**config.mk**
```make
export PLATFORM = sky130hd
export DESIGN_NAME = dpram_arbiter
export DESIGN_NICKNAME = d
export VERILOG_FILES = /design/src/rtl/dpram_arb_pkg.sv /design/src/rtl/rr_first_pick.sv /design/src/rtl/dpram_arbiter.sv
export SDC_FILE = /design/constraint.sdc
export NUM_CORES = 1
export LEC_CHECK = 0
export ABC_AREA = 1
export BUFFER_PORTS_ARGS = -buffer_cell sky130_fd_sc_hd__buf_4
export CAP_MARGIN = 20
export CORE_MARGIN = 8
export CORE_UTILIZATION = 46
export CTS_BUF_LIST = sky130_fd_sc_hd__clkbuf_8
export DETAILED_ROUTE_END_ITERATION = 8
export HOLD_SLACK_MARGIN = 0.1
export PLACE_DENSITY = 0.75
export SKIP_LAST_GASP = 1
export SLEW_MARGIN = 10
export SYNTH_ARGS = -nofsm -noshare
export SYNTH_HDL_FRONTEND = slang
export SYNTH_SLANG_ARGS = --single-unit
```
**constraint.sdc**
```tcl
create_clock -name CLK -period 9.9 [get_ports CLK]
set_clock_uncertainty 0.2 [all_clocks]
set_input_delay 1.98 -clock CLK [delete_from_list [all_inputs] [get_ports CLK]]
set_output_delay 1.98 -clock CLK [all_outputs]
set_load 0.02 [all_outputs]
```
**src/rtl/dpram_arb_pkg.sv**
```systemverilog
// Shared constants and state type for the dual-port RAM arbiter.
// The RAM is cleared two words per cycle, so the clear takes DEPTH/2 cycles.
package dpram_arb_pkg;

  localparam int DEF_NREQ   = 4;
  localparam int DEF_AW     = 5;
  localparam int DEF_DW     = 8;
  localparam int DEPTH      = 32;
  localparam int CLR_CYCLES = DEPTH / 2;

  typedef enum logic {
    INIT,
    RUN
  } state_e;

endpackage

```
**src/rtl/rr_first_pick.sv**
```systemverilog
// Circular first-set search over a request vector.
// The search starts at start_i and skips any index set in excl_i.
module rr_first_pick #(
  parameter int N  = 4,
  parameter int IW = 2
) (
  input  logic [N-1:0]  req_i,
  input  logic [IW-1:0] start_i,
  input  logic [N-1:0]  excl_i,
  output logic          found_o,
  output logic [IW-1:0] idx_o
);

  logic [N-1:0]  cand;
  logic [IW-1:0] j;

  assign cand = req_i & ~excl_i;

  always_comb begin
    found_o = 1'b0;
    idx_o   = '0;
    j       = '0;
    for (int k = 0; k < N; k++) begin
      j = IW'((int'(start_i) + k) % N);
      if (!found_o && cand[j]) begin
        found_o = 1'b1;
        idx_o   = j;
      end
    end
  end

endmodule

```
**src/rtl/dpram_arbiter.sv**
```systemverilog
// Round-robin arbiter sharing both ports of a 32x8 dual-port RAM.
// Clears the RAM after reset, then grants up to two requests per cycle.
module dpram_arbiter
  import dpram_arb_pkg::*;
#(
  parameter int NREQ = DEF_NREQ,
  parameter int AW   = DEF_AW,
  parameter int DW   = DEF_DW
) (
  input  logic             CLK,
  input  logic             RST,
  input  logic [NREQ-1:0]  REQ,
  input  logic [NREQ-1:0]  WE,
  input  logic [NREQ*AW-1:0] ADDR,
  input  logic [NREQ*DW-1:0] WDATA,
  output logic [NREQ-1:0]  GNT,
  output logic [NREQ-1:0]  RVALID,
  output logic [NREQ*DW-1:0] RDATA,
  output logic             INIT_DONE,
  output logic             WENA,
  output logic             WENB,
  output logic [AW-1:0]    AA,
  output logic [AW-1:0]    AB,
  output logic [DW-1:0]    DA,
  output logic [DW-1:0]    DB,
  input  logic [DW-1:0]    QA,
  input  logic [DW-1:0]    QB
);

  localparam int IW = (NREQ > 1) ? $clog2(NREQ) : 1;
  localparam int CW = $clog2(CLR_CYCLES);

  state_e          state_q, state_d;
  logic [CW-1:0]   clr_cnt_q, clr_cnt_d;
  logic [IW-1:0]   ptr_q, ptr_d;
  logic [NREQ-1:0] rvalid_q, rvalid_d;
  logic [NREQ-1:0] rd_port_q, rd_port_d;
  logic [NREQ*DW-1:0] rdata_q, rdata_d;

  logic            a_found, b_found, b_ok, hazard;
  logic [IW-1:0]   a_idx, b_idx;
  logic [NREQ-1:0] a_mask;
  logic [AW-1:0]   a_addr, b_addr;
  logic [DW-1:0]   a_wdata, b_wdata;
  logic            a_we, b_we;

  rr_first_pick #(.N(NREQ), .IW(IW)) u_pick_a (
    .req_i   (REQ),
    .start_i (ptr_q),
    .excl_i  ('0),
    .found_o (a_found),
    .idx_o   (a_idx)
  );

  assign a_mask = a_found ? (NREQ'(1) << a_idx) : '0;

  rr_first_pick #(.N(NREQ), .IW(IW)) u_pick_b (
    .req_i   (REQ),
    .start_i (ptr_q),
    .excl_i  (a_mask),
    .found_o (b_found),
    .idx_o   (b_idx)
  );

  assign a_addr  = ADDR[int'(a_idx)*AW +: AW];
  assign b_addr  = ADDR[int'(b_idx)*AW +: AW];
  assign a_wdata = WDATA[int'(a_idx)*DW +: DW];
  assign b_wdata = WDATA[int'(b_idx)*DW +: DW];
  assign a_we    = WE[a_idx];
  assign b_we    = WE[b_idx];

  // Same address with any write in the pair: B waits a cycle.
  assign hazard = a_found && b_found && (a_addr == b_addr) && (a_we || b_we);
  assign b_ok   = b_found && !hazard;

  assign INIT_DONE = (state_q == RUN);
  assign RVALID    = rvalid_q;
  assign RDATA     = rdata_d;

  always_comb begin
    for (int i = 0; i < NREQ; i++) begin
      rdata_d[i*DW +: DW] = rdata_q[i*DW +: DW];
      if (rvalid_q[i])
        rdata_d[i*DW +: DW] = rd_port_q[i] ? QB : QA;
    end
  end

  always_comb begin
    state_d   = state_q;
    clr_cnt_d = clr_cnt_q;
    ptr_d     = ptr_q;
    rvalid_d  = '0;
    rd_port_d = '0;
    GNT       = '0;
    WENA      = 1'b0;
    WENB      = 1'b0;
    AA        = '0;
    AB        = '0;
    DA        = '0;
    DB        = '0;
    unique case (state_q)
      INIT: begin
        WENA      = 1'b1;
        WENB      = 1'b1;
        AA        = AW'({clr_cnt_q, 1'b0});
        AB        = AW'({clr_cnt_q, 1'b1});
        clr_cnt_d = clr_cnt_q + 1'b1;
        if (clr_cnt_q == CW'(CLR_CYCLES - 1))
          state_d = RUN;
      end
      RUN: begin
        if (a_found) begin
          GNT[a_idx]      = 1'b1;
          WENA            = a_we;
          AA              = a_addr;
          DA              = a_we ? a_wdata : '0;
          rvalid_d[a_idx] = ~a_we;
          ptr_d = IW'((int'(a_idx) + 1) % NREQ);
        end
        if (b_ok) begin
          GNT[b_idx]       = 1'b1;
          WENB             = b_we;
          AB               = b_addr;
          DB               = b_we ? b_wdata : '0;
          rvalid_d[b_idx]  = ~b_we;
          rd_port_d[b_idx] = 1'b1;
          ptr_d = IW'((int'(b_idx) + 1) % NREQ);
        end
      end
      default: ;
    endcase
    if (RST) begin
      GNT  = '0;
      WENA = 1'b0;
      WENB = 1'b0;
      AA   = '0;
      AB   = '0;
      DA   = '0;
      DB   = '0;
    end
  end

  always_ff @(posedge CLK) begin
    if (RST) begin
      state_q   <= INIT;
      clr_cnt_q <= '0;
      ptr_q     <= '0;
      rvalid_q  <= '0;
      rd_port_q <= '0;
      rdata_q   <= '0;
    end else begin
      state_q   <= state_d;
      clr_cnt_q <= clr_cnt_d;
      ptr_q     <= ptr_d;
      rvalid_q  <= rvalid_d;
      rd_port_q <= rd_port_d;
      rdata_q   <= rdata_d;
    end
  end

endmodule

```
# Word-level counts from Yosys, hierarchy flattened
# Cells that the tools add are included.
totals:
  regBits: 47
  in_bits: 78
  output_inout_bits: 69
  word_cells: 143
classes:
  addsub: 6
  n_mul: 2
  n_lt_le_gt_ge: 8
  eq_ne: 2
  n_shift: 5
  mux: 82
  bitwise: 8
  n_reduce_logical: 24
op_table:
  columns: ["cell", "count"]
  rows:
  - ["8-bit two-way mux", 16]
  - ["32-bit by 6-bit variable part select with 8-bit output", 2]
  - ["20-bit by 6-bit variable part select with 5-bit output", 2]
  - ["4-bit two-way mux", 9]
  - ["1-bit two-way mux", 26]
  - ["1-bit binary-select mux with 2-bit select", 10]
  - ["2-bit two-way mux", 10]
  - ["5-bit two-way mux", 4]
  - ["5-bit case mux with 2 select lines", 2]
  - ["2-bit by 3-bit < comparator with 1-bit output, second input constant", 6]
  - ["1-bit logical AND", 12]
  - ["2-bit by 3-bit multiplier with 5-bit output, second input constant", 2]
  - ["4-bit bitwise AND", 2]
  - ["1-bit zero test", 7]
  - ["2-bit by 1-bit adder with 2-bit output, second input constant", 3]
  - ["5-bit equality test", 1]
  - ["2-bit adder, second input constant", 2]
  - ["4-bit by 1-bit adder with 4-bit output, second input constant", 1]
  - ["4-bit bitwise mux", 1]
  - ["1-bit demux with 2-bit select", 2]
  - ["4-bit equality test, second input constant", 1]
  - ["2-bit by 1-bit >= comparator with 1-bit output, second input constant", 2]
  - ["1-bit NOT", 4]
  - ["4-bit NOT", 1]
  - ["8 further kinds", 9]

# Longest topological paths before layout
# Gate-level depths: netlist of run 1.
depth:
  word_depth: 38
  mapped_depth: 35

# By module
# From an unflattened synthesis of run 1, not the netlist that was laid out.
unflattened:
  hier_cells: 794
  area_unflattened_um2: 4327.9
by_module_without_submodules:
  columns: ["module", "instances", "cells_each", "area_per_inst_um2", "seq_area_each_um2"]
  rows:
  - ["dpram_arbiter", 1, 674, 3689.8, 940.9]
  - ["rr_first_pick", 2, 60, 319.1, 0.0]

# Worst setup path before layout of run 1
# No wires, ideal clock.
synth_path:
  path_type: "input to output"
  from: "input port REQ[3]"
  to: "output port DB[1]"
  arrival_ps: 4663
  required_ps: 7720
  setup_slack_ps: 3057
  cell_stages: 27
  path_cell_list: "inv_1 -> nand2_1 -> nand2_1 -> inv_2 -> nor2_4 -> nand4_1 -> nand2_2 -> buf_6 -> nand2_4 -> nand3_2 -> nand3_2 -> nand2_4 -> nand2_2 -> nand2_1 -> nand3_4 -> buf_6 -> nand2_1 -> nand2_1 -> nand2_1 -> nand3_1 -> nand2_1 -> nor2_1 -> nand3_2 -> nand2_4 -> inv_4 -> nand2_2 -> a211oi_1"
synth_between:
  elab_chain_len: 38
  word_cells_on_any_way: 68
synth_rtl:
  columns: ["element", "line_no", "text"]
  rows:
  - ["from (decl)", "dpram_arbiter.sv:12", "input logic [NREQ-1:0] REQ,"]
  - ["1-bit binary-select mux with 2-bit select", "rr_first_pick.sv:25", "if (!found_o && cand[j]) begin"]
  - ["1-bit two-way mux (implied by the code)", "rr_first_pick.sv:25", null]
  - ["1-bit two-way mux", "rr_first_pick.sv:25", null]
  - ["1-bit zero test", "rr_first_pick.sv:25", null]
  - ["1-bit logical AND", "rr_first_pick.sv:25", null]
  - ["1-bit two-way mux", "rr_first_pick.sv:25", null]
  - ["1-bit zero test", "rr_first_pick.sv:25", null]
  - ["1-bit logical AND", "rr_first_pick.sv:25", null]
  - ["[21 not listed]", null, null]
  - ["20-bit by 6-bit variable part select with 5-bit output", "dpram_arbiter.sv:66", "assign b_addr = ADDR[int'(b_idx)*AW +: AW];"]
  - ["5-bit equality test", "dpram_arbiter.sv:73", "assign hazard = a_found && b_found && (a_addr == b_addr) && (a_we || b_we);"]
  - ["1-bit logical AND (2 in a row)", "dpram_arbiter.sv:73", null]
  - ["1-bit zero test", "dpram_arbiter.sv:74", "assign b_ok = b_found && !hazard;"]
  - ["1-bit logical AND", "dpram_arbiter.sv:74", null]
  - ["8-bit two-way mux (*)", "dpram_arbiter.sv:120", "if (b_ok) begin"]
  - ["8-bit two-way mux (*)", "dpram_arbiter.sv:101", "unique case (state_q)"]
  - ["8-bit two-way mux (*)", "dpram_arbiter.sv:132", "if (RST) begin"]
  - ["to (decl)", "dpram_arbiter.sv:25", "output logic [DW-1:0] DB,"]
# Every way passes the cells marked *; elsewhere a longest branch is shown, timed or not. The select of a mux whose other input is x is not followed.

# Worst setup path after layout of run 1
layout_path:
  from: "input port REQ[3]"
  to: "output port GNT[3]"
layout_between:
  elab_chain_len: 38
  word_cells_on_any_way: 79
layout_rtl:
  columns: ["element", "line_no", "text"]
  rows:
  - ["1-bit binary-select mux with 2-bit select", "rr_first_pick.sv:25", null]
  - ["1-bit two-way mux (implied by the code)", "rr_first_pick.sv:25", null]
  - ["1-bit two-way mux", "rr_first_pick.sv:25", null]
  - ["1-bit zero test", "rr_first_pick.sv:25", null]
  - ["1-bit logical AND", "rr_first_pick.sv:25", null]
  - ["1-bit two-way mux", "rr_first_pick.sv:25", null]
  - ["1-bit zero test", "rr_first_pick.sv:25", null]
  - ["1-bit logical AND", "rr_first_pick.sv:25", null]
  - ["[21 not listed]", null, null]
  - ["20-bit by 6-bit variable part select with 5-bit output", "dpram_arbiter.sv:66", null]
  - ["5-bit equality test", "dpram_arbiter.sv:73", null]
  - ["1-bit logical AND (2 in a row)", "dpram_arbiter.sv:73", null]
  - ["1-bit zero test", "dpram_arbiter.sv:74", null]
  - ["1-bit logical AND", "dpram_arbiter.sv:74", null]
  - ["4-bit two-way mux (*)", "dpram_arbiter.sv:120", null]
  - ["4-bit two-way mux (*)", "dpram_arbiter.sv:101", null]
  - ["4-bit two-way mux (*)", "dpram_arbiter.sv:132", null]
  - ["to (decl)", "dpram_arbiter.sv:16", "output logic [NREQ-1:0] GNT,"]
# Marks and branches as above.

==> results by stage, run 1 <==
Global route:
- In the global route stage, met3 resource usage came out at 0.0495.
- The met2 usage in global routing is 0.348.
- The total overflow left after global routing is 0.
- For met1 alone, demand over resource in global routing was 0.261.
- The via count of the first global-routing pass is 4,882.
- The initial antenna violation count was 0.
- In the global route stage, overall resource usage came out at 0.210.
- The first global-routing pass estimated 22,700 um of wire.
- The largest net degree at the start of global routing is 41.
- In this run the most used layer during global routing was met2.

Finish:
- The library cell used most frequently in the layout, excluding fill and tap cells, is sky130_fd_sc_hd__nand2_1.
- The final-stage net count is 954.
- The relative area change from synthesis to final layout is 28.7%.
- In the layout the commonest cells are sky130_fd_sc_hd__nand2_1 (218), sky130_fd_sc_hd__buf_4 (146), sky130_fd_sc_hd__inv_1 (127).
- In the final layout, the share of cells above drive strength 1 is 0.216.
- The final instance area is between 5000 and 6000 um^2.
- The number of diodes is 0.

Logic synthesis:
- The post-synthesis cell type with the largest combined area is sky130_fd_sc_hd__dfxtp_1.
- The synthesized area divided by synthesized cell count is 5.56 um^2.
- The part of the Yosys area used for sequential elements is 0.225.
- The gate count after technology mapping is 753.
- The net count of the mapped netlist is 832.
- The netlist uses 37 different library cells.
- By area the synthesized netlist is led by sky130_fd_sc_hd__dfxtp_1 (22%), sky130_fd_sc_hd__nand2_1 (20%), sky130_fd_sc_hd__inv_1 (11%), sky130_fd_sc_hd__o21ai_0 (11%), sky130_fd_sc_hd__nor2_1 (7.7%).
- During synthesis, Yosys emitted a total of 0 warnings.
- The synthesized flop and latch total is 47.
- Summing every instance area after synthesis gives 4190 um^2.
- Of the post-synthesis cell area, the dominant cell type holds 0.225.

CTS:
- The clock insertion delay at the later pin of the skew report is 0.29 ns.
- The count of cells resized by post-cts repair is 0.
- The largest buffer count on any clock path is 2.
- Clock-pin slew was measured on the worst setup and hold paths at 0.09 ns.
- The tree built by TritonCTS fans out to 47 sinks.
- TritonCTS built the clock tree.
- The number of clock buffers added by TritonCTS is 5.
- CTS built an H-tree with a depth of 2.
- Once the clock tree was built, the setup fixing pass inserted 0 buffers.
- Hold repair after CTS inserted 0 buffers.
- CTS placed an instance of sky130_fd_sc_hd__clkbuf_8 at the clock tree root.

Detailed routing:
- The first TritonRoute pass finished after 5 iterations.
- For this block, the initial DRC count from the detailed router was 378.
- The number of vias in the routed layout is approximately 5,100.
- The count of nets left with antenna violations once routing finished came out at 0.
- The via count normalized by instance count is approximately 5.2.
- Wires add up to between 10,000 and 15,000 um.
- The total DRC errors in the routed layout is 0.
- The wire length per cell is 14.0 um.

Placement:
- The weighted congestion at the end of routability-driven global placement is 0.912.
- Summing all placed instances gives a cell area of 5260 um^2.
- The count of buffers added on input and output ports is ~150.
- The HPWL after detailed placement is 10,800 um.
- At the placement stage, the worst setup path has a slack of 1.56 ns.

Floorplan:
- The die covers between 10,000 and 15,000 um^2.
- Measured along the x axis, the die boundary spans 111 um.
- The initial core utilization is 0.464.
- The floorplan step defined a core boundary enclosing 9020 um^2.
- In this run the vertical extent of the chip is 111 um.
- The floorplan has 35 rows.
- During I/O placement, the number of pins put on the boundary was approximately 150.

Pwr:
- Across the VDD grid, the largest voltage drop is just under 60 uV.
- The power density over the cells is 97.0 nW/um^2.
- The analysis attributes to cell leakage a power of 2.66 nW.

Timing:
- The setup-violating endpoint count in the final report is 0.
- Static timing analysis puts the maximum clock frequency at 119 MHz.
- The hold violation count in the final report is 0.
- Setup repair after global routing left no endpoint under its margin.
- The total count of max-transition violations in the final report came to 0.
- Of the available clock period, the critical path in the final layout requires 0.851.
- Headroom to the max-slew limit came out at 0.513.
- The transition time at the pin with the least slew margin is 0.729 ns.
- The final setup TNS is 0 ns.
- The post-route minimum period is 8.43 ns.
- The least setup slack across all paths after layout is 1.47 ns.

Worst setup path:
- The worst setup path is launched from an input port.
- The highest net fanout along the worst path is 39.
- STA puts the critical path data required time at ~7.7 ns.
- The critical path's top delay family is simple AND/OR/NAND/NOR gates.
- Data on the critical path arrives at its endpoint at about 6.3 ns.
- The setup path with the least slack is of type in -> out.
- Together, buffers and inverters on the worst path number 6.
- Among the stages of the critical path, the cell type that occurs most often is sky130_fd_sc_hd__nand2_1.
- The standard cell with the maximum stage delay on the critical path is sky130_fd_sc_hd__nand2_2.
- The largest single stage delay on the critical path is 0.55 ns.
- STA classifies the critical path endpoint as an output port.

Min path:
- The worst min-delay path class is reg -> reg.

Flow run:
- Across the run, the number of max-cap violations was 0.

Status:
- The flow ran to the end, and the final reports show no timing, DRC or antenna violations.
where the power goes:
group	internal (W)	total, W	switching [W]
logic	0.0000635	0.000171	0.000108
clock network	0.0000999	0.000161	0.0000612
registers	0.000190	0.000191	0.00000111
total	0.000353	0.000523	0.000170
cell usage after synthesis, drive strengths merged:
cell and count:
nand3b 8, clkinv 1, o211ai 4, nor3b 1
buf 12, o211a 2, dfxtp 47, o21a 2
a31oi 1, a211oi 4, nand3 49, a21oi 21
o21ai 93, nand2 233, ha 1, nor3 2
inv 132, o22ai 13, nor2 89, a32oi 1
a22oi 8, clkbuf 19, nand4 10
through the flow:
stage               std cells  hold WS [ns]  total power (W)   util
global placement          979         0.254         0.000361  0.583
detailed placement        979         0.254         0.000364  0.583
floorplan                 753         0.235         0.000310      -
CTS                       987         0.272         0.000525  0.598
finish                    987         0.274         0.000523  0.598
global route              987         0.292         0.000554  0.598
routing by layer:
layer | routed length [um] | share of wire
met1 | 6120 | 0.44
met2 | 6440 | 0.46
met3 | 992 | 0.072
met4 | 303 | 0.022
met5 | 0 | 0
worst reg2reg max path: cells and delay by family, from the launching register on:
kind | cells | cell delay [ns]
flip-flops | 1 | 0.74
AND/OR/NAND/NOR | 27 | 3.50
buffers and inverters | 4 | 0.66
worst paths after layout:
kind	startpoint	end	slack, ns	cells past startpoint
max	REQ[3]	GNT[3]	1.47	28
min	clr_cnt_q[3]	clr_cnt_q[3]	0.27	2
max reg2reg	ptr_q[0]	ptr_q[1]	4.70	31
min reg2reg	clr_cnt_q[3]	clr_cnt_q[3]	0.27	2
state kept, by name, summed over array words and instances (netlist names):
signal,flops
rdata_q,32
RVALID,4
clr_cnt_q,4
rd_port_q,4
ptr_q,2
INIT_DONE,1
cell type report:
cell class                 instances  area (um^2)
timing repair buffer             146         1100
sequential                        47          941
multi-input combinational        542         2580
fill                             916         3630
tap                              111          139
inverter                         133          504
clock buffer                       5         68.8
clock inverter                     3         63.8
kinds of logic (layout without fill, tap and decap cells):
| group | Yosys count | in the layout | synth area share |
|---|---|---|---|
| AOI/OAI and AO/OA | 149 | 149 | 0.197 |
| adders and majority gates | 1 | 1 | 0.00299 |
| buffers and inverters | 164 | 287 | 0.160 |
| DFF | 47 | 47 | 0.225 |
| and+or+nand+nor | 392 | 392 | 0.415 |
No activity file was read; power rests on OpenSTA's default activity.
==> run 2, diff against run 1 <==
- CORE_ASPECT_RATIO: unset -> 0.6
==> run 2 against run 1 <==
  * Power fell by 1.0%
  * Combinational power up 3%
  * Die area up 0.80%
  * Clock power shrank 7%
  * Fmax is 0.43% lower
  * Setup slack lost 0.036 ns
  * Wire length rose by 4.0%
  * Largest power group unchanged
==> results by stage, run 2 (synthesized netlist as in run 1, its figures left out) <==
Finish:
- The top cell types in the final layout, fill and taps aside, are sky130_fd_sc_hd__nand2_1 (218), sky130_fd_sc_hd__buf_4 (146), sky130_fd_sc_hd__inv_1 (126).
- The most common cell after layout, fill and taps aside is sky130_fd_sc_hd__nand2_1.
- The number of diodes is 0 (unchanged).
- The register containing the most flip-flops in the final layout is rdata_q.
- The relative area change from synthesis to final layout is 28.6% (about the same).
- The filler cell count is 904 (-1.3%).
- The flip-flop count of the largest register after layout is 32 (unchanged).
- The fraction of final layout cells sized beyond drive strength 1 came to 0.217 (+0.00114).
- The final-stage net count was 954 (unchanged).

Worst setup path:
- The critical path data arrival time is 6.29 ns (+0.04 ns).
- The worst setup path is launched from an input port.
- The delay of the slowest cell on the worst path is 0.52 ns (-0.03 ns).
- The standard cell with the maximum stage delay on the critical path is sky130_fd_sc_hd__inv_2.
- The worst setup path is of the in -> out kind.
- The dominant cell type by count on the critical path is sky130_fd_sc_hd__nand2_1.
- The highest net fanout along the worst path is 39 (unchanged).
- The kind of end point of the critical path is an output port.
- The endpoint required time on the critical path is 7.72 ns (about the same).

Placement:
- The post-detailed-placement half-perimeter wirelength was 11,300 um (+4.5%).
- The weighted congestion at the end of routability-driven global placement is 0.912 (about the same).
- The number of buffer cells added on primary ports is 146 (unchanged).

Status:
- The flow ran to the end, and the final reports show no timing, DRC or antenna violations.

CTS:
- In this run the clock root is driven by a sky130_fd_sc_hd__clkbuf_8.
- The number of clock buffers inserted by TritonCTS is 5 (unchanged).
- The number of sinks driven by the clock tree is 47 (unchanged).
- The largest buffer count on any clock path was 2 (unchanged).
- The post-cts hold buffer count was 0 (unchanged).
- The post-CTS setup buffer count is 0 (unchanged).
- The clock transition time at the flip-flop clock pins of the worst setup and hold paths is 0.09 ns (about the same).
- The count of cells resized by post-cts repair is 0 (unchanged).
- The H-tree depth is 2 (unchanged).
- TritonCTS built the clock tree.
- The clock insertion delay at the later pin of the skew report is 0.30 ns (about the same).

Global route:
- The initial antenna violation count came to 0 (unchanged).
- The via count of the first global-routing pass is 4,778 (-2.1%).
- The total congestion overflow is 0 (unchanged).
- The first-pass GRT wire length was 23,300 um (+3.0%).
- The global-route usage over all layers was 0.220 (+0.00987).
- The largest net degree at the start of global routing is 41 (unchanged).

Pwr:
- The switching share of power is 0.350 (+0.0253).
- The total design power is 0.000518 W (-1.0%).
- The combinational cell fraction of total power is 0.341 (+0.014).
- The proportion of power drawn by flip-flops and latches came to 0.369 (+0.004).
- The reported net switching power is 0.000181 W (+6.7%).
- The peak ir drop on the vdd network is 66.9 uV (+14%).
- The cell-internal power is 0.000336 W (-4.7%).
- The power density over the cells is 96.1 nW/um^2 (-0.94%).
- The relative contribution of the clock network to total power is 0.290 (-0.018).
- The leakage power was 2.65 nW (-0.29%).

Detailed routing:
- The via count normalized by instance count came to 5.21 (about the same).
- The number of vias in the routed layout was 5,170 (+0.41%).
- The number of design-rule violations left by the first detailed-router iteration is 453 (+20%).
- The wire length per cell is 14.5 um (+3.5%).
- The first-pass iteration count of the detailed router came to 6 (+1).
- The total DRC errors in the routed layout is 0 (unchanged).
- The final antenna-violating net count is 0 (unchanged).
- The routed wire length came to 14,400 um (+4.0%).

Timing:
- The post-route minimum period is 8.47 ns (+0.0364 ns).
- The final cycle utilization of the critical path is 0.855 (+0.00368).
- The timing-limited maximum frequency came to 118 MHz (-0.43%).
- The setup-violating endpoint count in the final report is 0 (unchanged).
- Setup repair after global routing left no endpoint under its margin.
- The total count of max-transition violations in the final report is 0 (unchanged).
- The transition time at the pin with the least slew margin came to 0.763 ns (+0.0339 ns).
- The final setup TNS is 0 ns (unchanged).
- The relative slew slack is 0.490 (-0.0237).
- The hold violation count in the final report is 0 (unchanged).

Floorplan:
- The site row count was 27 (-23%).
- The overall die width is 139 um (+25%).
- The die area was 12,500 um^2 (+0.80%).
- The I/O pin count is 147 (unchanged).
- The core box area is 9020 um^2 (about the same).
- The initial core utilization is 0.464 (about the same).
- The overall die height was 89.9 um (-19%).

Min path:
- In this run the worst hold path is classified as reg -> reg.

Flow run:
- The number of max-cap violations came to 0 (unchanged).
==> run 2: metal layers <==
| metal | GRT usage | up-vias | share of wire |
|---|---|---|---|
| li1 | - | 2627 | - |
| met1 | 0.312 | 2261 | 0.48 |
| met2 | 0.325 | 264 | 0.41 |
| met3 | 0.0607 | 18 | 0.098 |
| met4 | 0.0436 | 0 | 0.011 |
| met5 | 0 | - | 0 |
==> run 2: area by class of cell <==
type | instances | area [um^2] | area share
Sequential cell | 47 | 941 | 0.175
Multi-Input combinational cell | 542 | 2580 | 0.479
Tap cell | 116 | 145 | 0.0269
Clock buffer | 6 | 82.6 | 0.0153
Inverter | 133 | 504 | 0.0936
Clock inverter | 2 | 38.8 | 0.00720
Timing Repair Buffer | 146 | 1100 | 0.203
==> run 2: final timing paths <==
kind,start,slack (ns),to,cells after the start
min,clr_cnt_q[3],0.27,clr_cnt_q[3],2
max,REQ[1],1.43,DB[2],29
max reg2reg,ptr_q[0],4.60,rd_port_q[1],27
min reg2reg,clr_cnt_q[3],0.27,clr_cnt_q[3],2
==> run 2: stage by stage <==
step	hold WS, ns	util	instances	worst slack [ns]	cell area [um^2]
final	0.269	0.597	992	1.43	5390
after global routing	0.301	0.597	992	0.997	5390
after CTS	0.267	0.597	992	1.51	5390
after detailed placement	0.251	0.584	984	1.54	5270
after global placement	0.250	0.584	984	1.74	5270
after floorplan	0.235	-	753	3.06	4190
==> run 2: worst max-delay path: cells and delay by family <==
family                 cells  cell delay [ns]
AO/OA/AOI/OAI              1             0.29
buffers and inverters      5             1.04
AND/OR/NAND/NOR           23             2.95
==> run 2: power by group through the flow <==
stage	Combinational, W	Clock, W	Sequential [W]
detailed placement	0.000173	0	0.000195
floorplan	0.000115	0	0.000195
CTS	0.000173	0.000154	0.000191
global placement	0.000169	0	0.000195
finish	0.000176	0.000150	0.000191
global route	0.000195	0.000162	0.000191
